===== src/rtl/instr_loader.sv =====
// Program loader: assembles big-endian bytes into 32-bit words and writes them
// to instruction RAM at addresses 0.., holding the processor until the load ends.
module instr_loader #(
    parameter int ADDR_W = 5,
    parameter int DEPTH  = 32
) (
    input  logic              clk,
    input  logic              rst,
    input  logic              start,
    input  logic [5:0]        word_count,
    input  logic              in_valid,
    input  logic [7:0]        in_byte,
    output logic              in_ready,
    output logic              wr_en,
    output logic [ADDR_W-1:0] wr_addr,
    output logic [31:0]       wr_data,
    output logic              cpu_hold,
    output logic              busy,
    output logic              done
);

    typedef enum logic [1:0] {IDLE, LOAD, WRITE, DONE} state_t;

    state_t            state_q, state_d;
    logic [5:0]        count_q, count_d;
    logic [ADDR_W-1:0] word_idx_q, word_idx_d;
    logic [1:0]        byte_cnt_q, byte_cnt_d;
    logic [31:0]       asm_q, asm_d;

    logic              in_ready_q, in_ready_d;
    logic              wr_en_q, wr_en_d;
    logic [ADDR_W-1:0] wr_addr_q, wr_addr_d;
    logic [31:0]       wr_data_q, wr_data_d;
    logic              busy_q, busy_d;
    logic              done_q, done_d;

    logic              accept;
    logic              last_word;

    assign accept    = in_valid && in_ready_q;
    assign last_word = (32'(word_idx_q) + 32'd1) == 32'(count_q);

    always_comb begin
        state_d    = state_q;
        count_d    = count_q;
        word_idx_d = word_idx_q;
        byte_cnt_d = byte_cnt_q;
        asm_d      = asm_q;
        wr_addr_d  = wr_addr_q;
        wr_data_d  = wr_data_q;

        case (state_q)
            IDLE, DONE: begin
                if (start) begin
                    // Saturating the count keeps every address below DEPTH.
                    count_d    = (32'(word_count) > DEPTH) ? 6'(DEPTH) : word_count;
                    word_idx_d = '0;
                    byte_cnt_d = '0;
                    state_d    = (count_d == 6'd0) ? DONE : LOAD;
                end
            end
            LOAD: begin
                if (accept) begin
                    asm_d      = {asm_q[23:0], in_byte};
                    byte_cnt_d = byte_cnt_q + 2'd1;
                    if (byte_cnt_q == 2'd3) begin
                        state_d   = WRITE;
                        wr_addr_d = word_idx_q;
                        wr_data_d = {asm_q[23:0], in_byte};
                    end
                end
            end
            WRITE: begin
                word_idx_d = word_idx_q + 1'b1;
                state_d    = last_word ? DONE : LOAD;
            end
            default: state_d = IDLE;
        endcase

        // Outputs are decoded from the next state so they are registered
        // and line up with the state they describe.
        in_ready_d = (state_d == LOAD);
        wr_en_d    = (state_d == WRITE);
        busy_d     = (state_d == LOAD) || (state_d == WRITE);
        done_d     = (state_d == DONE);
    end

    always_ff @(posedge clk or posedge rst) begin
        if (rst) begin
            state_q    <= IDLE;
            count_q    <= '0;
            word_idx_q <= '0;
            byte_cnt_q <= '0;
            asm_q      <= '0;
            in_ready_q <= 1'b0;
            wr_en_q    <= 1'b0;
            wr_addr_q  <= '0;
            wr_data_q  <= '0;
            busy_q     <= 1'b0;
            done_q     <= 1'b0;
        end else begin
            state_q    <= state_d;
            count_q    <= count_d;
            word_idx_q <= word_idx_d;
            byte_cnt_q <= byte_cnt_d;
            asm_q      <= asm_d;
            in_ready_q <= in_ready_d;
            wr_en_q    <= wr_en_d;
            wr_addr_q  <= wr_addr_d;
            wr_data_q  <= wr_data_d;
            busy_q     <= busy_d;
            done_q     <= done_d;
        end
    end

    assign in_ready = in_ready_q;
    assign wr_en    = wr_en_q;
    assign wr_addr  = wr_addr_q;
    assign wr_data  = wr_data_q;
    assign busy     = busy_q;
    assign cpu_hold = busy_q;
    assign done     = done_q;

endmodule


===== config.mk =====
export PLATFORM = sky130hd
export DESIGN_NAME = instr_loader
export DESIGN_NICKNAME = d
export VERILOG_FILES = /design/src/rtl/instr_loader.sv
export SDC_FILE = /design/constraint.sdc
export NUM_CORES = 1
export LEC_CHECK = 0
export ABC_CLOCK_PERIOD_IN_PS = 4100
export CAP_MARGIN = 20
export CORE_MARGIN = 1
export CORE_UTILIZATION = 50
export DETAILED_ROUTE_END_ITERATION = 7
export PLACE_DENSITY = 0.76
export SYNTH_ARGS = -nofsm -noshare
export SYNTH_HDL_FRONTEND = slang
export SYNTH_SLANG_ARGS = --single-unit

===== constraint.sdc =====
create_clock -name clk -period 4.1 [get_ports clk]
set_input_delay 0.615 -clock clk [delete_from_list [all_inputs] [get_ports clk]]
set_output_delay 0.615 -clock clk [all_outputs]
set_load 0.01 [all_outputs]

### After elaboration in Yosys (flattened, before gate mapping)

Index checks and enable logic that the tools add are counted.
Widths: inputs -> output; s select.

* $add $sub $neg: 3
* reduce and logical (&&, ||, !) cells: 12
* $lt $le $gt $ge: 1
* eq/ne operators: 10
* multiplexer cells: 12

Operators with widths (number)
* $mux 2: 7
* $eq 2x2->1 const B: 5
* $pmux 5 s2: 1
* $add 5x1->6 const B: 1
* $eq 6x6->1: 1
* $gt 6x6->1 const B: 1
* $logic_not 6->1: 1
* $mux 6: 1
* $pmux 2 s3: 1
* $reduce_and 2->1: 3
* $reduce_and 3->1: 2
* $add 5x1->5 const B: 1
* $mux 5: 1
* $eq 2x1->1 const B: 2
* $ne 2x2->1 const B: 2
* $pmux 2 s2: 1
* $reduce_bool 2->1: 2
* $add 2x1->2 const B: 1
* $logic_not 2->1: 1
* $reduce_or 2->1: 1
* $logic_and 1x1->1: 1
* $logic_or 1x1->1: 1

* output and inout bits: 42
* logic and storage cells: 49
* flip-flop bits (word level): 80

### Depth between registers and ports, before layout

* word-level depth: 8
* gate-level depth with buffers: 9
* gate-level depth less buffers: 8

### Worst setup path before layout

Ideal clock, no wire load.

* kind: in2reg
* start point: input port word_count[2]
* end point: register busy_q (netlist: busy)
* cell stages on the path: 7
* buffers on the path: 0
* setup slack: 2.165 ns
* arrival: 1.872 ns
* library setup time: 0.063 ns
* cell sequence: or4_1 nor3_2 mux2i_1 o21ai_2 a31o_1 ha_1 inv_1

* cells in the longest elaborated chain, start to end: 8
* elaborated cells on any way between the ends: 9

RTL lines
* start, declared: line 10 `input logic [5:0] word_count,`
* $gt 6x6->1: line 56 `count_d = (32'(word_count) > DEPTH) ? 6'(DEPTH) : word_count;`
* $mux 6 (*): line 56
* $logic_not 6->1 (*): line 59 `state_d = (count_d == 6'd0) ? DONE : LOAD;`
* $mux 2 (*): line 59
* $mux 2 (*): line 54 `if (start) begin`
* $pmux 2 s3 (*): line 52 `case (state_q)`
* $eq 2x1->1 or $eq 2x2->1 (tied branches): line 84 `busy_d = (state_d == LOAD) || (state_d == WRITE);`
* $logic_or 1x1->1 (*): line 84
* named net busy_d: line 34 `logic busy_q, busy_d;`
* end signal, assigned: line 111 `busy_q <= busy_d;`
* end, declared: line 34

The timed path passes the listed nets; every way through them passes the cells marked *.
A chain may end at the register's enable or synchronous reset.

### Worst setup path in the final report

Ends and elaborated chain as after synthesis.

==> results_dict.tcl <==
set metrics [dict create \
    syn-cell-area_sq_mm 0.00336 \
    grt_setup_unrepaired "no" \
    finalMaxSlewViolations 0 \
    peakVddDrop_v 0.000297 \
    totalNegativeSetupSlack_ps 0 \
    worst-r2r-cell-count 8 \
    cts_hold_buffers 0 \
    rr_endpoint "busy$_DFF_PP0_" \
    ys_types 38 \
    cp.arrival_ps 2420 \
    track_usage_pct 17.7 \
    first_pass_iters 6 \
    cts_setup_buffers 0 \
    syn_nets 269 \
    start_util_pct 52.4 \
    post-route-min-period_ps 2140 \
    fin_skew_ps 5.27 \
    grt_pass1_vias 2017 \
    grt_max_degree 57 \
    slew-limit-headroom_pct 38.8 \
    worstReg2RegStart "state_q[0]$_DFF_PP0_" \
    die_height_microns 84.0 \
    cts_buffers 9 \
    crit_path_end_kind "flip-flop" \
    critPathBufInv 2 \
    fp.dieW_microns 84.0 \
    criticalPathCategory "in -> reg" \
    clkLatencyLatePin_ps 340 \
    crit_end "busy$_DFF_PP0_" \
    synth_edf_count 0 \
    hold_depth 1 \
    maxCapViolations 0 \
    post_cts_resized 0 \
    synth_top_area_share_pct 59.5 \
    cts_root_buf "clkbuf_8" \
    pwr_density_cell_mw_per_mm2 653 \
    finalWorstSetupSlack_ps 1960 \
    violations "design-rule violations" \
    worst-r2r-setup-slack_ps 2080 \
    clock-sinks 80 \
    syn_inst 244 \
    crit_required_ps 4380 \
    antenna_found_initial 0 \
    yosys_register_bits 80 \
    path_max_fanout 3 \
    gr-total-overflow 0 \
    dieArea_sq_mm 0.00706 \
    dp_slack_ps 1600 \
    drive_gt1_share_pct 26.9 \
    ys_warn_count 0 \
    portBuffers 59 \
    critPathLaunch "word_count[2]" \
    crit_cells 8 \
    dominantRegCellSynth "dfrtp_1" \
    p_leak_nw 1.91 \
    multi_input_area_sq_mm 0.00127 \
    clk_pin_slew_ps 70 \
    start_kind "input pin" \
    slowest_stage "or4_1" \
    cts.path.max_buffers 2 \
    period_share_pct 52.2 \
    async_flop_share_pct 100 \
    vias 2087 \
    antenna_cells 0 \
    htreeDepth 3 \
    regArea_sq_mm 0.00200 \
    ios 60 \
    path_delay_family "simple AND/OR/NAND/NOR gates" \
    gp_congestion 0.805 \
    min_path_type "reg -> reg" \
    worst_slew_pin_slew_ps 918 \
    max_stage_delay_ps 540 \
    hold_slack_ps 502 \
    outcome "finished, violations left" \
    worstPathCellList "clkdlybuf4s50_1 > or4_1 > nor3_2 > mux2i_1 > o21ai_2 > a31o_1 > ha_1 > inv_1" \
    syn_to_final_growth_pct 24.0 \
    final_antenna_net_count 0 \
    dp_hpwl_mm 3.85 \
    drc 5 \
    layout.nets 328 \
    yosysSeqAreaShare_pct 59.5 \
    fmax_mhz 467 \
    synthTopCellsByCount "80 x dfrtp_1, 62 x mux2_2, 14 x nand2_1, 8 x buf_2, 8 x o21ai_0" \
    fillerInstances 524 \
    via_per_inst 5.42 \
    row_count 29 \
    synth_area_leaders "dfrtp_1 60%, mux2_2 21%, ha_1 2.6%" \
    avgSynthCellArea_sq_um 13.8 \
    core_area_sq_mm 0.00642 \
    routed_wl_mm 5.53 \
    routedWlPerCell_microns 14.4 \
    finalHoldViolCount 0 \
    grt_pass1_wl_mm 9.63 \
    drt_iter0_markers 53 \
    final_util_pct 65.0 \
    yosysTopAreaCell "dfrtp_1" \
    setup_viol 0 \
    synth_most_common_cell "dfrtp_1" \
    cts_tree "done" \
]
through the flow:
step / total power [mW] / area (sq um) / instances
floorplan: 1.84 / 3360 / 244
finish: 2.72 / 4170 / 385
CTS: 2.77 / 4170 / 385
global placement: 2.22 / 4010 / 369
detailed placement: 2.26 / 4010 / 369
global route: 2.90 / 4170 / 385
registers in the layout, summed over array words and instances, names as in the netlist:
name and count:
wr_data 32, asm_q 24, count_q 6, word_idx_q 5
wr_addr 5, byte_cnt_q 2, state_q 2, busy 1
done 1, in_ready 1, wr_en 1
worst reg2reg max path, stage by stage (launching register included):
cell     delay (ps)
dfrtp_1         350
inv_1            70
ha_1            400
inv_1           190
nand3_1          90
nor3_1          340
a31o_1          230
ha_1            230
inv_1            50
layout make-up:
type | count | area share [%]
Multi-Input combinational cell | 143 | 30.4
Tap cell | 77 | 2.31
Timing Repair Buffer | 62 | 14.7
Sequential cell | 80 | 48.0
Clock buffer | 13 | 3.57
Clock inverter | 3 | 0.420
Inverter | 7 | 0.660
kinds of logic (layout without fill, tap and decap cells):
family / count (synthesis) / in the layout / synth area share [%]
flip-flops: 80 / 80 / 59.5
multiplexers: 65 / 65 / 21.7
AND/OR/NAND/NOR: 37 / 37 / 5.88
AO/OA/AOI/OAI: 27 / 27 / 5.69
buffers and inverters: 21 / 85 / 2.83
adder cells (fa/ha/maj): 7 / 7 / 2.60
XOR/XNOR: 7 / 7 / 1.82
report_power, final:
part / switching [mW] / internal [mW] / total, mW
Sequential: 0.178 / 1.09 / 1.27
Clock: 0.263 / 0.235 / 0.498
Combinational: 0.381 / 0.575 / 0.956
per-layer routing:
layer  global-route usage, %  vias to the layer above  wire [microns]
met3                    3.56                        9             258
li1                        -                      985               -
met5                       0                        -               0
met4                    9.87                        0              89
met1                    21.2                     1037            2410
met2                    29.8                       56            2780
worst min path at each step:
stage | startpoint | end | slack, ps
CTS | asm_q[16]$_DFFE_PP0P_ | wr_data[24]$_DFFE_PP0P_ | 510
detailed placement | asm_q[16]$_DFFE_PP0P_ | wr_data[24]$_DFFE_PP0P_ | 490
floorplan | byte_cnt_q[0]$_DFFE_PP0P_ | byte_cnt_q[0]$_DFFE_PP0P_ | 460
finish | asm_q[16]$_DFFE_PP0P_ | wr_data[24]$_DFFE_PP0P_ | 500
global placement | asm_q[16]$_DFFE_PP0P_ | wr_data[24]$_DFFE_PP0P_ | 480
global route | asm_q[16]$_DFFE_PP0P_ | wr_data[24]$_DFFE_PP0P_ | 520
placed cells by master (no fill, tap or decap), drive strengths merged, types with 2 or more instances in the layout:
master	instances
dfrtp	80
mux2	62
clkdlybuf4s50	59
nand2	14
clkbuf	13
o21ai	10
xnor2	7
ha	7
inv	6
nand2b	5
nor2	5
nand3	5
mux2i	3
a22o	3
clkinv	3
buf	3
nor3	3
a31oi	2
a31o	2
(Power assumes the default switching activity.)
